--- src/rtl/alu_sout_decoder.sv ---
// alu_sout_decoder: deserializes ALU sout frames into result / error packets with CRC3 and parity checks
module alu_sout_decoder #(
  parameter int         DATA_BYTES = 4,
  parameter logic [2:0] CRC_POLY   = 3'b011
) (
  input  logic                    clk,
  input  logic                    rst_n,
  input  logic                    sout,
  output logic                    res_valid,
  output logic [8*DATA_BYTES-1:0] res_c,
  output logic [3:0]              res_flags,
  output logic                    res_crc_ok,
  output logic                    err_valid,
  output logic [5:0]              err_flags,
  output logic                    err_parity_ok,
  output logic                    frame_err
);
  localparam int         CW     = $clog2(DATA_BYTES + 1);
  localparam int         RW     = 8 * DATA_BYTES;
  localparam logic [CW-1:0] FULL = CW'(DATA_BYTES);
  localparam logic [2:0] IDLE   = 3'd0;
  localparam logic [2:0] TYPE   = 3'd1;
  localparam logic [2:0] BITS   = 3'd2;
  localparam logic [2:0] STOP   = 3'd3;
  localparam logic [2:0] RESYNC = 3'd4;

  logic [2:0]    st_q, st_d, bc_q, bc_d;
  logic          ty_q, ty_d;
  logic [7:0]    sh_q, sh_d;
  logic [CW-1:0] cnt_q, cnt_d;
  logic [RW-1:0] c_q, c_d, res_c_q, res_c_d;
  logic [3:0]    res_flags_q, res_flags_d;
  logic [5:0]    err_flags_q, err_flags_d;
  logic          res_valid_q, res_valid_d, res_crc_ok_q, res_crc_ok_d;
  logic          err_valid_q, err_valid_d, err_par_q, err_par_d;
  logic          frame_err_q, frame_err_d;
  logic [2:0]    crc_calc;

  // Serial CRC3 over the message MSB first; the line CRC covers {C, 0, flags}
  function automatic logic [2:0] crc3(input logic [RW+4:0] m);
    logic [2:0] c;
    logic       fb;
    c = 3'b000;
    for (int i = RW + 4; i >= 0; i--) begin
      fb = m[i] ^ c[2];
      c  = {c[1:0], 1'b0} ^ (fb ? CRC_POLY : 3'b000);
    end
    return c;
  endfunction

  assign crc_calc = crc3({c_q, 1'b0, sh_q[6:3]});

  // Bit-level framing FSM plus packet assembly, evaluated on the stop-bit cycle
  always_comb begin
    st_d        = st_q;
    bc_d        = bc_q;
    ty_d        = ty_q;
    sh_d        = sh_q;
    cnt_d       = cnt_q;
    c_d         = c_q;
    res_c_d     = res_c_q;
    res_flags_d = res_flags_q;
    res_crc_ok_d = res_crc_ok_q;
    err_flags_d = err_flags_q;
    err_par_d   = err_par_q;
    res_valid_d = 1'b0;
    err_valid_d = 1'b0;
    frame_err_d = 1'b0;
    case (st_q)
      IDLE: st_d = sout ? IDLE : TYPE;
      TYPE: begin
        ty_d = sout;
        bc_d = 3'd0;
        st_d = BITS;
      end
      BITS: begin
        sh_d = {sh_q[6:0], sout};
        bc_d = bc_q + 3'd1;
        st_d = (bc_q == 3'd7) ? STOP : BITS;
      end
      STOP: begin
        st_d = sout ? IDLE : RESYNC;
        if (!sout) frame_err_d = 1'b1;
        else if (!ty_q) begin
          if (cnt_q != FULL) begin
            c_d   = {c_q[RW-9:0], sh_q};
            cnt_d = cnt_q + 1'b1;
          end else frame_err_d = 1'b1;
        end else if (cnt_q == FULL && !sh_q[7]) begin
          res_valid_d  = 1'b1;
          res_c_d      = c_q;
          res_flags_d  = sh_q[6:3];
          res_crc_ok_d = (crc_calc == sh_q[2:0]);
        end else if (cnt_q == '0 && sh_q[7]) begin
          err_valid_d = 1'b1;
          err_flags_d = sh_q[6:1];
          err_par_d   = ~^sh_q;
        end else frame_err_d = 1'b1;
        if (res_valid_d || frame_err_d) begin
          cnt_d = '0;
          c_d   = '0;
        end
      end
      RESYNC: st_d = sout ? IDLE : RESYNC;
      default: st_d = IDLE;
    endcase
  end

  // State and output registers; reset aborts any frame in progress
  always_ff @(posedge clk or negedge rst_n) begin
    if (!rst_n) begin
      st_q         <= IDLE;
      bc_q         <= '0;
      ty_q         <= 1'b0;
      sh_q         <= '0;
      cnt_q        <= '0;
      c_q          <= '0;
      res_c_q      <= '0;
      res_flags_q  <= '0;
      res_crc_ok_q <= 1'b0;
      err_flags_q  <= '0;
      err_par_q    <= 1'b0;
      res_valid_q  <= 1'b0;
      err_valid_q  <= 1'b0;
      frame_err_q  <= 1'b0;
    end else begin
      st_q         <= st_d;
      bc_q         <= bc_d;
      ty_q         <= ty_d;
      sh_q         <= sh_d;
      cnt_q        <= cnt_d;
      c_q          <= c_d;
      res_c_q      <= res_c_d;
      res_flags_q  <= res_flags_d;
      res_crc_ok_q <= res_crc_ok_d;
      err_flags_q  <= err_flags_d;
      err_par_q    <= err_par_d;
      res_valid_q  <= res_valid_d;
      err_valid_q  <= err_valid_d;
      frame_err_q  <= frame_err_d;
    end
  end

  assign res_valid     = res_valid_q;
  assign res_c         = res_c_q;
  assign res_flags     = res_flags_q;
  assign res_crc_ok    = res_crc_ok_q;
  assign err_valid     = err_valid_q;
  assign err_flags     = err_flags_q;
  assign err_parity_ok = err_par_q;
  assign frame_err     = frame_err_q;
endmodule

--- config.mk ---
export PLATFORM = sky130hd
export DESIGN_NAME = alu_sout_decoder
export DESIGN_NICKNAME = d
export VERILOG_FILES = /design/src/rtl/alu_sout_decoder.sv
export SDC_FILE = /design/constraint.sdc
export NUM_CORES = 1
export LEC_CHECK = 0
export CAP_MARGIN = 20
export CORE_MARGIN = 1
export CORE_UTILIZATION = 50
export CTS_CLUSTER_SIZE = 12
export DETAILED_ROUTE_END_ITERATION = 16
export PLACE_DENSITY_LB_ADDON = 0.3
export SYNTH_ARGS = -nofsm -noshare
export SYNTH_HDL_FRONTEND = slang
export SYNTH_SLANG_ARGS = --single-unit
--- constraint.sdc ---
create_clock -name clk -period 6.7 [get_ports clk]
set_input_delay 1.34 -clock clk [delete_from_list [all_inputs] [get_ports clk]]
set_output_delay 1.34 -clock clk [all_outputs]
set_load 0.01 [all_outputs]
# Word-level counts from Yosys, hierarchy flattened
# Index checks and enable logic that the tools add are counted.
[word_totals]
register_bits = 97
input_bits = 3
[op_classes]
reduce_logical = 14
n_mux = 67
eq_ne = 9
bitwise_logic = 72
add_sub_neg = 2
[op_table]
columns = ["operator", "count"]
rows = [
  ["$mux W32", 4],
  ["$xor A3 B2 Y3", 36],
  ["$mux W2", 37],
  ["$xor A1 B1 Y1", 34],
  ["$mux W1", 19],
  ["$mux W3", 5],
  ["$pmux W3 S4", 1],
  ["$eq A3 B3 Y1 const B", 3],
  ["$reduce_and A4 Y1", 2],
  ["$reduce_xnor A8 Y1", 1],
  ["$add A3 B1 Y3 const B", 2],
  ["$eq A3 B2 Y1 const B", 2],
  ["$logic_not A3 Y1", 2],
  ["$pmux W3 S2", 1],
  ["$reduce_bool A2 Y1", 3],
  ["$reduce_and A5 Y1", 1],
  ["$eq A3 B1 Y1 const B", 1],
  ["$eq A3 B3 Y1", 1],
  ["$ne A3 B3 Y1 const B", 1],
  ["$logic_and A1 B1 Y1", 2],
  ["$ne A2 B1 Y1 const B", 1],
  ["$reduce_or A2 Y1", 1],
  ["$logic_not A1 Y1", 1],
  ["$logic_or A1 B1 Y1", 1],
  ["2 further kinds", 2],
]

# Longest topological paths before layout
# Gate-level depths: netlist of run 1.
[depth]
word_depth = 108
ltp_mapped = 8
depth_no_buf = 8

# Worst setup path after synthesis of run 1
# No wires, ideal clock.
[synth_timing]
path_kind = "input port to flip-flop"
start = "input sout"
end = "register res_c_q[0], in the netlist res_c[0]"
t_arrival_ns = 2.804
slack_ns = 3.771
cell_stages = 5
path_buffers = 2
required_ns = 6.575
setup_time_ns = 0.125
cell_sequence = "clkbuf_1 nand3_1 nor4b_1 clkbuf_1 mux2_2"
[synth_between]
elab_chain_len = 1
[synth_lines]
columns = ["element", "line", "source"]
rows = [
  ["from (decl)", "8", "input logic sout,"],
  ["$reduce_and A4 Y1 (no source line)", "--", ""],
  ["to (signal assigned)", "133", "res_c_q <= res_c_d;"],
  ["to (decl)", "31", "logic [RW-1:0] c_q, c_d, res_c_q, res_c_d;"],
]
# Every way passes these cells.
# A chain may end at the register's enable or synchronous reset.

# Worst setup path in the final report of run 1
[layout_timing]
start = "input sout"
end = "register res_c_q[2], in the netlist res_c[2]"
# The elaborated chain is that of the path after synthesis.

==> results.ini, run 1 <==
[clock_tree]
cts_setup_buffers=0
cts_hold_buffers=0
cts_buffers=9
clk_pin_slew_worst_paths_ps=90
cts_root_buffer=clkbuf_8
htree_levels=3
clk_latency_ps=360
ctsResizeCount=0
clockBufferDepth=2
cts_tree=yes
cts_sinks=97

[cells_and_area]
most-common-layout-cells=97 x dfrtp_1, 71 x nand2_1, 52 x mux2_2
n_fill_cell=675
final_common_cell=dfrtp_1
fin_util_pct=62.2
area_growth_pct=18.5
fin_nets=411
drive_gt1_share_pct=19.8
diodes=0

[synth]
synth.distinct_cells=30
ys_seq_area_share_pct=55.5
syn_avg_cell_area_um2=12.2
syn_nets=366
synth-xor-area-share_pct=12.7
yosys.area_share.simple_pct=13.4
synth_edf_count=0
yosysWarnings=0
yosys_most_used_dff=dfrtp_1
synth-async-reset-ratio_pct=100
synthAdderAreaFrac_pct=1.14
syn_area_um2=4380
synth_compound_area_share_pct=1.94
synth_top_family_by_area=simple AND/OR/NAND/NOR gates
synthCells=359
synthMuxAreaShare_pct=13.4
synth_seq_cells=97

[floorplanning]
die_width_um=95.5
pin_count=50
fp.dieArea_um2=9130
die_height_um=95.5
fp-row-count=33
initial_utilization_pct=52.5
core_area_um2=8340

[critical_path]
endpoint_kind=register
slowest_delay_ps=600
r2r_cells=6
cp_slowest_cell=clkdlybuf4s50_1
path_max_fanout=40
crit_path_start_kind=input port
worstPathRequired_ps=6950
path_cells=clkdlybuf4s50_1 > nand3_1 > nor4b_2 > buf_4 > mux2_2
cp.arrival_ps=3190
crit_type=input port to register

[sta]
setup_tns_ps=0
fmax_ghz=0.340
maxSlewHeadroom_pct=37.9
min_period_over_period_pct=43.9
setup_ws_ps=3760
hold_viol=0
period_minus_slack_ps=2940
setup_viol=0
whs_ps=511
drv_slew=0
rsz0062_at_grt=no
fin_skew_ps=8.59
worst_slew_pin_slew_ps=929

[hold_path]
worstHoldPathType=register to register
hold_depth=1

[grt]
antenna_found_initial=0
grt_first_pass_wirelength_um=13400
grt_overflow=0
grt_max_degree=59
grt_pass1_vias=2614
track_usage_pct=19.6

[job]
maxCapViolCount=0

[placed_design]
io_buffer_count=49
place_ws_ps=3400
dp_hpwl_um=5350
gp_congestion=0.785

[routing]
drt-initial-drc-count=153
wl_per_cell_um=15.6
routed_wl_um=8020
via_per_inst=5.37
ant_nets=0
vias=2759
first_pass_iters=4
drc=0

[pwr]
peakVddDrop_uv=219
leakage_nw=2.59
powerDensity_nw_per_um2=409
power_mw=2.12

[status]
status=finished, final reports clean

[synth_stat cells (all sizes together), types with 2 or more instances]
master  count  area, um^2
nand3      38         190
nor2b       3        18.8
ha          4        50.1
nand2b      4        25.0
xnor3      12         279
xor3        2        47.6
dfrtp      97        2430
inv         4        15.0
nor2        3        11.3
nor3b       3        22.5
clkbuf     18        67.6
o21ai       6        30.0
xor2        5        43.8
a21oi       4        20.0
and3b       2        18.8
xnor2      21         184
nand2      71         267
a22o        2        17.5
mux2       52         586
[registers in the layout, indices dropped and copies added, names as in the netlist, 3 cells and up]
name and flops:
st_q 3, cnt_q 3, bc_q 3, res_flags 4
c_q 32, err_flags 6, sh_q 8, res_c 32
[worst paths after layout]
kind                            from          to  slack, ps
setup reg to reg             c_q[16]  res_crc_ok       4110
min in group asynchronous      rst_n   res_c[23]        940
setup / recovery                sout    res_c[2]       3760
hold / removal             res_c[24]   res_c[24]        510
max in group asynchronous      rst_n    res_c[1]       4660
hold reg to reg            res_c[24]   res_c[24]        510
[through the flow]
| stage | area [um^2] | std cells |
|---|---|---|
| after floorplan | 4380 | 359 |
| after global placement | 4980 | 498 |
| after CTS | 5180 | 514 |
| final | 5180 | 514 |
| after global routing | 5180 | 514 |
| after detailed placement | 4980 | 498 |
[kinds of logic (layout without fill, tap and decap cells)]
group	Yosys count	after routing
simple gates	129	129
compound gates	14	14
mux	52	52
fa+ha+maj	4	4
xor+xnor	40	40
flops	97	97
buf+inv	23	73
[power breakdown]
| part | leakage (nW) | switching, mW | internal, mW |
|---|---|---|---|
| Clock | 0.0985 | 0.202 | 0.183 |
| Combinational | 1.17 | 0.400 | 0.506 |
| Sequential | 1.32 | 0.139 | 0.691 |
[critical path: cells and delay by family]
kind | cells | cell delay (ps)
buffers and inverters | 2 | 1060
multiplexers | 1 | 400
AND/OR/NAND/NOR | 2 | 350
[area by class of cell]
cell class / instances / area, um^2 / share of cell area (%)
clock buffer: 10 / 138 / 2.66
clock inverter: 6 / 67.6 / 1.30
inverter: 4 / 15.0 / 0.290
multi-input combinational: 239 / 1890 / 36.4
sequential: 97 / 2430 / 46.8
tap: 105 / 131 / 2.53
timing repair buffer: 53 / 518 / 9.99
[metal layers]
| metal | vias to the layer above | share of wire [%] | GRT usage [%] |
|---|---|---|---|
| li1 | 1305 | - | - |
| met1 | 1392 | 48 | 27.6 |
| met2 | 51 | 47 | 30.4 |
| met3 | 11 | 3.9 | 4.94 |
| met4 | 0 | 1.3 | 5.35 |
| met5 | - | 0 | 0 |
Power figures use the tool's default switching activity.
==> run 2: changes to the inputs <==
==> constraint.sdc (replaced) <==
create_clock -name clk -period 2.6 [get_ports clk]
set_input_delay 0.52 -clock clk [delete_from_list [all_inputs] [get_ports clk]]
set_output_delay 0.52 -clock clk [all_outputs]
set_load 0.01 [all_outputs]
==> run 2 against run 1 <==
Power grew to 2.6 times the previous value. Count of clock-buffer cells in the layout is the same. Critical path type is now register to register. First-iteration DRC count grew 12%.
==> results.ini, run 2 (same netlist as run 1, synthesis figures left out) <==
[critical_path]
crit_path_start_kind=register
crit_top_cell=xnor3_1
endpoint_kind=register
r2r_setup_slack_ps=160
worstReg2RegStart=c_q[22]
r2r_end=res_crc_ok
path_max_fanout=5
cp_slowest_cell=dfrtp_1
cp.arrival_ps=2740
r2r_cells=6
slowest_delay_ps=440
worstPathRequired_ps=2900
path_cells=xnor2_1 > xnor3_1 > xnor3_1 > or3_1 > a211o_1 > nand3_1
crit_type=register to register

[routing]
drt-initial-drc-count=171
routed_wl_um=8480
vias=2779
ant_nets=0
drc=0
via_per_inst=5.30
first_pass_iters=4
wl_per_cell_um=16.2

[clock_tree]
cts_root_buffer=clkbuf_8
htree_levels=3
cts_tree=yes
cts_sinks=97
cts_hold_buffers=0
clk_latency_ps=360
clk_pin_slew_worst_paths_ps=90
cts_buffers=9
clockBufferDepth=2
ctsResizeCount=0
cts_setup_buffers=0

[floorplanning]
die_width_um=95.5
die_height_um=95.5
initial_utilization_pct=52.5
fp-row-count=33
fp.dieArea_um2=9130
pin_count=50
core_area_um2=8340

[sta]
worst_slew_pin_slew_ps=431
setup_tns_ps=0
min_period_over_period_pct=94.0
hold_viol=0
fin_skew_ps=11.3
fmax_ghz=0.409
setup_viol=0
rsz0062_at_grt=no
maxSlewHeadroom_pct=71.2
period_minus_slack_ps=2440
setup_ws_ps=156
drv_slew=0

[pwr]
peakVddDrop_uv=591
leakage_nw=2.65
powerDensity_nw_per_um2=1060
power_mw=5.60

[cells_and_area]
drive_gt1_share_pct=21.2
stdcell_count=524
diodes=0
fin_nets=421
area_growth_pct=20.8
final_common_cell=dfrtp_1
final_area_um2=5290
most-common-layout-cells=97 x dfrtp_1, 71 x nand2_1, 52 x mux2_2

[grt]
grt_max_degree=51
track_usage_pct=21.1
antenna_found_initial=0
grt_first_pass_wirelength_um=14300
grt_pass1_vias=2816
grt_overflow=0

[placed_design]
placed_cell_area_um2=5070
dp_hpwl_um=5790
numPlacedInstances=508
io_buffer_count=49
place_ws_ps=67.3
gp_congestion=0.874

[status]
status=finished, final reports clean

[job]
maxCapViolCount=0

[hold_path]
worstHoldPathType=input port to async pin

run 2: cell types whose count changed in the layout (fill, tap and decap cells not counted), sizes merged:
cell      change
inv           +1
bufinv        +1
clkinvlp      +1
buf          +10
clkinv        -3
run 2: how the worst max path moves through the flow:
stage / start / endpoint / slack (ps)
floorplan: c_q[16] / res_crc_ok / 190
global placement: c_q[16] / res_crc_ok / 110
detailed placement: c_q[16] / res_crc_ok / 70
CTS: c_q[16] / res_crc_ok / 30
global route: c_q[22] / res_crc_ok / 20
finish: c_q[22] / res_crc_ok / 160
run 2: final cells by class:
type	instances	area [um^2]
tap	105	131
inverter	4	15.0
fill	642	3060
clock buffer	10	128
multi-input combinational	239	1870
clock inverter	6	91.3
sequential	97	2430
timing repair buffer	63	618
run 2: critical path, delay by kind of cell, from the launching register on:
kind / cells / cell delay (ps)
simple gates: 2 / 460
xor+xnor: 3 / 1190
flops: 1 / 440
compound gates: 1 / 290
run 2: report_power, final:
group / internal (mW) / switching (mW) / total [mW]
clock: 0.546 / 0.530 / 1.08
sequential: 1.78 / 0.324 / 2.11
combinational: 1.38 / 1.04 / 2.42
total: 3.70 / 1.90 / 5.60
run 2: per-stage QoR:
stage	utilization [%]	hold slack, ps
final	63.4	16.1
after global routing	63.4	20.9
after CTS	63.4	13.2
after detailed placement	60.7	409
after global placement	60.7	405
after floorplan	-	224
run 2: metal layers:
metal	vias up	routed length, um	GRT usage, %
met4	0	193	8.58
met3	16	268	3.91
met5	-	0	0
li1	1318	-	-
met1	1390	3990	28.4
met2	55	4020	33.9
